<file path="config.mk">
export PLATFORM = sky130hd
export DESIGN_NAME = ad9228_serial_tx
export DESIGN_NICKNAME = d
export VERILOG_FILES = /design/src/rtl/ad9228_pkg.sv /design/src/rtl/ad9228_lane_serializer.sv /design/src/rtl/ad9228_serial_tx.sv
export SDC_FILE = /design/constraint.sdc
export NUM_CORES = 1
export LEC_CHECK = 0
export BUFFER_PORTS_ARGS = -buffer_cell sky130_fd_sc_hd__buf_4
export CAP_MARGIN = 20
export CORE_MARGIN = 4
export CORE_UTILIZATION = 45
export CTS_CLUSTER_DIAMETER = 40
export CTS_CLUSTER_SIZE = 8
export DETAILED_ROUTE_END_ITERATION = 12
export PLACE_DENSITY = 0.67
export SLEW_MARGIN = 10
export SYNTH_ARGS = -nofsm -noshare
export SYNTH_HDL_FRONTEND = slang
export SYNTH_SLANG_ARGS = --single-unit
</file>
<file path="constraint.sdc">
create_clock -name clk -period 6.91 [get_ports clk]
set_input_delay 0.691 -clock clk [delete_from_list [all_inputs] [get_ports clk]]
set_output_delay 0.691 -clock clk [all_outputs]
set_load 0.01 [all_outputs]
</file>
<file path="src/rtl/ad9228_pkg.sv">
// ============================================================================
// Module      : ad9228_pkg
// Description : Shared definitions for the AD9228-style serial LVDS
//               transmitter: default geometry, FSM state encoding and the
//               test-pattern selector codes/values.
// Revision    : 1.0 - initial release
// ============================================================================
`default_nettype none

package ad9228_pkg;

  // Default geometry: four lanes of 12-bit samples.
  localparam int c_DEFAULT_NUM_CHANNELS = 4;
  localparam int c_DEFAULT_DATA_WIDTH   = 12;

  // Alternating test-pattern words at the default 12-bit width. The top
  // builds the same bit pattern ({10} or {01} repeated) for any even width.
  localparam logic [11:0] c_PAT_AAA = 12'hAAA;
  localparam logic [11:0] c_PAT_555 = 12'h555;

  // testpat_sel encodings (only meaningful when the test-pattern build is on).
  localparam logic [1:0] c_TP_NORMAL = 2'b00;
  localparam logic [1:0] c_TP_ALT    = 2'b01;
  localparam logic [1:0] c_TP_RAMP   = 2'b10;
  localparam logic [1:0] c_TP_ONES   = 2'b11;

  // Transmitter state.
  typedef enum logic [0:0] {
    ST_IDLE = 1'b0,
    ST_RUN  = 1'b1
  } tx_state_t;

endpackage

`default_nettype wire

</file>
<file path="src/rtl/ad9228_lane_serializer.sv">
// ============================================================================
// Module      : ad9228_lane_serializer
// Description : One serial lane. Parallel load of a sample, MSB-first shift,
//               registered serial output.
// Revision    : 1.0 - initial release
// ----------------------------------------------------------------------------
// Ports
//   clk        in   bit clock
//   rstn       in   synchronous active-low reset
//   load       in   capture load_data into the shift register
//   shift      in   emit the current MSB on dout and shift left
//   load_data  in   [DATA_WIDTH] sample to serialise
//   dout       out  registered serial bit (0 whenever shift is low)
// ============================================================================
`default_nettype none

module ad9228_lane_serializer
  import ad9228_pkg::*;
#(
  parameter int DATA_WIDTH = c_DEFAULT_DATA_WIDTH
) (
  input  logic                  clk,
  input  logic                  rstn,
  input  logic                  load,
  input  logic                  shift,
  input  logic [DATA_WIDTH-1:0] load_data,
  output logic                  dout
);

  logic [DATA_WIDTH-1:0] r_shreg;
  logic                  r_dout;

  // On a frame boundary load and shift coincide: the last bit of the old
  // frame leaves on dout while the new sample is captured, so frames run
  // back-to-back with no idle bit.
  always_ff @(posedge clk) begin
    if (!rstn) begin
      r_shreg <= '0;
      r_dout  <= 1'b0;
    end else begin
      r_dout <= shift ? r_shreg[DATA_WIDTH-1] : 1'b0;
      if (load) begin
        r_shreg <= load_data;
      end else if (shift) begin
        r_shreg <= {r_shreg[DATA_WIDTH-2:0], 1'b0};
      end
    end
  end

  assign dout = r_dout;

endmodule

`default_nettype wire

</file>
<file path="src/rtl/ad9228_serial_tx.sv">
// ============================================================================
// Module      : ad9228_serial_tx
// Description : Multi-lane serial sample transmitter in the AD9228 output
//               format: per-lane MSB-first data, frame clock high for the
//               first half of each frame, DCO gate, one-entry input holding
//               register with underflow detection (last word is repeated).
//               Optional test-pattern generator enabled by the macro
//               AD9228_TX_TESTPAT_EN (adds the testpat_sel input).
// Revision    : 1.0 - initial release
// ----------------------------------------------------------------------------
// Ports
//   clk              in   bit clock, one bit per lane per rising edge
//   rstn             in   synchronous active-low reset
//   tx_en            in   transmit enable (frames are never truncated)
//   testpat_sel      in   [2] 00 normal, 01 AAA/555, 10 ramp, 11 ones
//                         (only with AD9228_TX_TESTPAT_EN)
//   s_data           in   [NUM_CHANNELS*DATA_WIDTH] lane i at i*DATA_WIDTH
//   s_valid          in   s_data valid
//   s_ready          out  holding register can accept a word
//   dout             out  [NUM_CHANNELS] serial data, MSB first
//   fco              out  frame clock
//   dco_gate         out  high while frame bits are driven
//   underflow        out  one-cycle pulse when a frame repeats the last word
//   underflow_count  out  [16] saturating underflow counter
//   busy             out  transmitter in RUN state
// ============================================================================
`default_nettype none

module ad9228_serial_tx
  import ad9228_pkg::*;
#(
  parameter int NUM_CHANNELS = c_DEFAULT_NUM_CHANNELS,
  parameter int DATA_WIDTH   = c_DEFAULT_DATA_WIDTH
) (
  input  logic                               clk,
  input  logic                               rstn,
  input  logic                               tx_en,
`ifdef AD9228_TX_TESTPAT_EN
  input  logic [1:0]                         testpat_sel,
`endif
  input  logic [NUM_CHANNELS*DATA_WIDTH-1:0] s_data,
  input  logic                               s_valid,
  output logic                               s_ready,
  output logic [NUM_CHANNELS-1:0]            dout,
  output logic                               fco,
  output logic                               dco_gate,
  output logic                               underflow,
  output logic [15:0]                        underflow_count,
  output logic                               busy
);

  localparam int                 c_WORD_W   = NUM_CHANNELS * DATA_WIDTH;
  localparam int                 c_CNT_W    = $clog2(DATA_WIDTH);
  localparam logic [c_CNT_W-1:0] c_LAST_BIT = c_CNT_W'(DATA_WIDTH - 1);
  localparam logic [c_CNT_W-1:0] c_HALF     = c_CNT_W'(DATA_WIDTH / 2);
  localparam logic [c_CNT_W-1:0] c_CNT_ONE  = c_CNT_W'(1);

  tx_state_t             r_state;
  logic [c_CNT_W-1:0]    r_bit_cnt;
  logic [c_WORD_W-1:0]   r_hold;
  logic                  r_hold_valid;
  logic [c_WORD_W-1:0]   r_last;
  logic                  r_fco;
  logic                  r_dco_gate;
  logic                  r_underflow;
  logic [15:0]           r_underflow_count;
  logic                  r_busy;

  logic                  w_normal;
  logic                  w_frame_end;
  logic                  w_start;
  logic                  w_reload;
  logic                  w_load;
  logic                  w_consume;
  logic                  w_starve;
  logic                  w_accept;
  logic                  w_shift;
  logic [c_WORD_W-1:0]   w_pat_word;
  logic [c_WORD_W-1:0]   w_load_word;

  // --------------------------------------------------------------------------
  // Test-pattern source
  // --------------------------------------------------------------------------
`ifdef AD9228_TX_TESTPAT_EN
  localparam logic [DATA_WIDTH-1:0] c_PAT_HI = {(DATA_WIDTH/2){2'b10}};
  localparam logic [DATA_WIDTH-1:0] c_PAT_LO = {(DATA_WIDTH/2){2'b01}};

  logic [DATA_WIDTH-1:0] r_ramp;
  logic                  r_alt_phase;
  logic [DATA_WIDTH-1:0] w_pat_lane;

  assign w_normal = (testpat_sel == c_TP_NORMAL);

  always_comb begin
    w_pat_lane = '1;
    case (testpat_sel)
      c_TP_ALT:  w_pat_lane = r_alt_phase ? c_PAT_LO : c_PAT_HI;
      c_TP_RAMP: w_pat_lane = r_ramp;
      default:   w_pat_lane = '1;
    endcase
  end

  // Pattern state advances once per frame actually loaded in that mode.
  always_ff @(posedge clk) begin
    if (!rstn) begin
      r_ramp      <= '0;
      r_alt_phase <= 1'b0;
    end else if (w_load) begin
      if (testpat_sel == c_TP_RAMP) begin
        r_ramp <= r_ramp + DATA_WIDTH'(1);
      end
      if (testpat_sel == c_TP_ALT) begin
        r_alt_phase <= ~r_alt_phase;
      end
    end
  end

  assign w_pat_word = {NUM_CHANNELS{w_pat_lane}};
`else
  assign w_normal   = 1'b1;
  assign w_pat_word = '0;
`endif

  // --------------------------------------------------------------------------
  // Frame control
  // --------------------------------------------------------------------------
  assign w_frame_end = (r_state == ST_RUN) && (r_bit_cnt == c_LAST_BIT);
  // A test pattern needs no input word, so it can start with hold empty.
  assign w_start     = (r_state == ST_IDLE) && tx_en && (r_hold_valid || !w_normal);
  assign w_reload    = w_frame_end && tx_en;
  assign w_load      = w_start || w_reload;
  assign w_consume   = w_load && w_normal && r_hold_valid;
  assign w_starve    = w_reload && w_normal && !r_hold_valid;
  assign w_shift     = (r_state == ST_RUN);

  // Ready also covers the consume cycle so a word can be accepted on the
  // same edge the previous one moves into the shift registers.
  assign s_ready     = !r_hold_valid || w_consume;
  assign w_accept    = s_valid && s_ready;

  assign w_load_word = !w_normal    ? w_pat_word :
                       r_hold_valid ? r_hold     : r_last;

  // --------------------------------------------------------------------------
  // Holding register and last-transmitted word
  // --------------------------------------------------------------------------
  always_ff @(posedge clk) begin
    if (!rstn) begin
      r_hold       <= '0;
      r_hold_valid <= 1'b0;
      r_last       <= '0;
    end else begin
      if (w_accept) begin
        r_hold       <= s_data;
        r_hold_valid <= 1'b1;
      end else if (w_consume) begin
        r_hold_valid <= 1'b0;
      end
      if (w_consume) begin
        r_last <= r_hold;
      end
    end
  end

  // --------------------------------------------------------------------------
  // State machine with registered status outputs
  // --------------------------------------------------------------------------
  always_ff @(posedge clk) begin
    if (!rstn) begin
      r_state           <= ST_IDLE;
      r_bit_cnt         <= '0;
      r_fco             <= 1'b0;
      r_dco_gate        <= 1'b0;
      r_busy            <= 1'b0;
      r_underflow       <= 1'b0;
      r_underflow_count <= '0;
    end else begin
      r_underflow <= 1'b0;
      case (r_state)
        ST_IDLE: begin
          r_fco      <= 1'b0;
          r_dco_gate <= 1'b0;
          r_bit_cnt  <= '0;
          if (w_start) begin
            r_state <= ST_RUN;
            r_busy  <= 1'b1;
          end else begin
            r_busy  <= 1'b0;
          end
        end
        ST_RUN: begin
          // Status tracks the bit the serializers emit on this same edge.
          r_fco      <= (r_bit_cnt < c_HALF);
          r_dco_gate <= 1'b1;
          if (r_bit_cnt == c_LAST_BIT) begin
            r_bit_cnt <= '0;
            if (!tx_en) begin
              r_state <= ST_IDLE;
              r_busy  <= 1'b0;
            end else if (w_starve) begin
              r_underflow <= 1'b1;
              if (r_underflow_count != 16'hFFFF) begin
                r_underflow_count <= r_underflow_count + 16'd1;
              end
            end
          end else begin
            r_bit_cnt <= r_bit_cnt + c_CNT_ONE;
          end
        end
        default: begin
          r_state <= ST_IDLE;
          r_busy  <= 1'b0;
        end
      endcase
    end
  end

  // --------------------------------------------------------------------------
  // Lane serializers
  // --------------------------------------------------------------------------
  for (genvar g = 0; g < NUM_CHANNELS; g++) begin : g_lanes
    ad9228_lane_serializer #(
      .DATA_WIDTH (DATA_WIDTH)
    ) u_serializer (
      .clk       (clk),
      .rstn      (rstn),
      .load      (w_load),
      .shift     (w_shift),
      .load_data (w_load_word[g*DATA_WIDTH +: DATA_WIDTH]),
      .dout      (dout[g])
    );
  end

  assign fco             = r_fco;
  assign dco_gate        = r_dco_gate;
  assign underflow       = r_underflow;
  assign underflow_count = r_underflow_count;
  assign busy            = r_busy;

endmodule

`default_nettype wire

</file>
==> reports/metrics.cfg <==
[die]
die-area_sq_um = 16860
fp-row-count = 44
start_util = 0.4598
io_pins = 77
die_w_um = 129.9
coreArea_sq_um = 14530
die_h_um = 129.9

[min_path]
min_path_cells = 2
min_to = g_lanes[3].u_serializer.r_shreg[11]$_SDFFE_PN0P_
min_from = g_lanes[3].u_serializer.r_shreg[11]$_SDFFE_PN0P_
min_path_type = reg2reg

[setup_path]
cp_slowest_cell = or4_1
start_kind = flop
r2r_cells = 6
crit_family = simple AND/OR/NAND/NOR gates
end_kind = flop
path_cells = ha_1 > nand3b_4 > or3_2 > or4_1 > or3_1 > a21oi_1
criticalPathCategory = reg2reg
path_depth = 6
worstPathRequired_ns = 7.25
reg2reg_from = r_bit_cnt[0]$_SDFF_PP0_
worst_path_largest_cell_delay_ns = 0.71
cp_max_fo = 19
crit_buf_inv = 0
worstPathArrival_ns = 3.08
regToRegSetupSlack_ns = 4.17
r2r_end = underflow_count[14]$_SDFFE_PN0P_

[global_routing]
grt_max_degree = 102
grt_pass1_vias = 5172
antenna_found_initial = 0
gr-usage-met1 = 0.2596
grt_overflow_total = 0
grt.total_usage = 0.1875
met2_usage = 0.2894
met3_usage = 0.04298
grt_busiest_layer = met2
grt_pass1_wl_um = 25500

[detailed_routing]
wl_per_cell_um = 14.36
ant_nets = 0
dr_total_vias = 5716
dr.pass1.iters = 4
drt-vias-per-instance = 5.367
drt-initial-drc-count = 520
drcViolationCount = 0
wirelength_um = 15290

[clock_network]
cts_tree = built
cts_hold_buffers = 0
post_cts_buffers = 0
clockBufferDepth = 2
cts_resized = 0
insertion_delay_ns = 0.42
htreeDepth = 4
root_buffer = clkbuf_16
cts_buffers = 17
clk_pin_slew_ns = 0.06
cts_sinks = 174

[job]
drv_cap = 0

[timing]
fin_setup_tns_ns = 0
hold_viol = 0
slew_viol_final = 0
grt_setup_unrepaired = no
max_freq_mhz = 365.1
worst_pin_slew_ns = 1.056
clock_skew_ns = 0.006960
relSlewSlack = 0.2943
final-setup-viol-count = 0
period_share = 0.3964
period_needed_ns = 2.739

[power]
clkPwrFrac = 0.443
power_density_nw_per_um2 = 270.7
sw_frac_of_total = 0.2285
power.internal_uw = 1656
power.switching_uw = 490.4
p_leak_uw = 0.002802
power_frac_comb = 0.063
vdd_ir_drop_max_uv = 183.5
power_frac_seq = 0.494

[yosys]
synth_top_area_share = 0.5213
synthFlopType = dfxtp_1
postSynthAreaPerCell_sq_um = 8.032
yosysTopAreaCell = dfxtp_1
synth_seq_cells = 174
syn_nets = 886
synth_edf_count = 0
ys_seq_area_frac = 0.5213
async_flop_share = 0
netlist_instances = 832
syn-cell-area_sq_um = 6683
synth_common_cells = nand2_1, dfxtp_1, o21ai_0
yosys.cell_types.count = 36
synth-warning-count = 0
synth_area_leaders = dfxtp_1, nand2_1, o21ai_0
yosysMostFrequentCell = nand2_1

[outcome]
status = completed

[placement]
hpwl_um = 8784
gp_congestion = 0.8411
port_buffers = 76

[final_layout]
synthToLayoutAreaGrowth_pct = 18.65
fin_util = 0.5455
diodes = 0
nets = 922
layout-drive-gt1-share = 0.1453

-- logic make-up (layout without fill, tap and decap cells) --
logic type | Yosys count | in the layout | synth area share
multiplexers | 1 | 1 | 0.001498
AO/OA/AOI/OAI | 215 | 215 | 0.1897
flip-flops | 174 | 174 | 0.5213
AND/OR/NAND/NOR | 356 | 356 | 0.2273
adder cells (fa/ha/maj) | 2 | 2 | 0.003744
buffers and inverters | 75 | 124 | 0.04475
XOR/XNOR | 9 | 9 | 0.01180
-- power by group through the flow --
stage / logic (uW) / registers (uW) / clock network, uW
2_1_floorplan: 88.4 / 1070 / 0
3_3_place_gp: 135 / 1080 / 0
3_5_place_dp: 136 / 1080 / 0
6_report: 135 / 1060 / 951
4_1_cts: 137 / 1060 / 971
5_1_grt: 155 / 1060 / 1010
-- layout make-up --
class	count	area [sq um]
Fill cell	1390	6605
Inverter	5	18.77
Tap cell	184	230.2
Sequential cell	174	3483
Multi-Input combinational cell	583	2935
Timing Repair Buffer	87	665.6
Clock buffer	22	484.2
Clock inverter	10	111.4
-- state kept, by name (all words and copies together) (netlist names), 4 cells and up --
signal,flops
g_lanes.u_serializer.dout,4
underflow_count,16
g_lanes.u_serializer.r_shreg,48
r_bit_cnt,4
r_hold,48
r_last,48
-- how the worst max path moves through the flow --
| stage | start | endpoint | slack (ns) |
|---|---|---|---|
| 3_3_place_gp | tx_en | underflow_count[14]$_SDFFE_PN0P_ | 3.79 |
| 4_1_cts | r_bit_cnt[0]$_SDFF_PP0_ | underflow_count[14]$_SDFFE_PN0P_ | 3.83 |
| 5_1_grt | r_bit_cnt[0]$_SDFF_PP0_ | underflow_count[14]$_SDFFE_PN0P_ | 4.00 |
| 2_1_floorplan | tx_en | underflow_count[10]$_SDFFE_PN0P_ | 4.59 |
| 3_5_place_dp | tx_en | underflow_count[10]$_SDFFE_PN0P_ | 3.75 |
| 6_report | r_bit_cnt[0]$_SDFF_PP0_ | underflow_count[14]$_SDFFE_PN0P_ | 4.17 |
-- metal layers --
layer,share of wire,routed length [um]
met1,0.49,7430
met2,0.46,7014
met3,0.041,632
met4,0.014,213
met5,0,0
-- cells in the final DEF (no fill, tap or decap), types with 2 or more instances in the layout --
cell,n
clkbuf_8,4
or4_1,3
nand2b_1,2
inv_1,4
or2_2,2
or3_1,4
a21oi_1,64
bufinv_16,2
dfxtp_1,174
nor4_1,5
xnor2_1,9
clkinv_2,4
and3_1,5
clkinvlp_4,3
clkbuf_16,17
nor3_1,6
o221ai_1,44
buf_4,86
ha_1,2
o21ai_0,96
o31ai_1,2
nand3_1,55
nand2_1,200
nor2_1,61
nand4_1,5
a22oi_1,4
-- tightest hold or removal path, cell delays in order (launching register included) --
cell	delay (ns)
dfxtp_1	0.32
nand2_1	0.04
o21ai_0	0.05
-- stage by stage --
step	cell area [sq um]	setup slack (ns)	power, uW	hold WS, ns	instances
floorplan	6683	4.586	1162	0.4168	832
global placement	7313	3.786	1216	0.4344	1032
detailed placement	7313	3.753	1217	0.4414	1032
CTS	7909	3.825	2167	0.4551	1064
global route	7929	3.998	2225	0.4711	1065
finish	7929	4.171	2146	0.4497	1065
No activity file was read; power rests on OpenSTA's default activity.
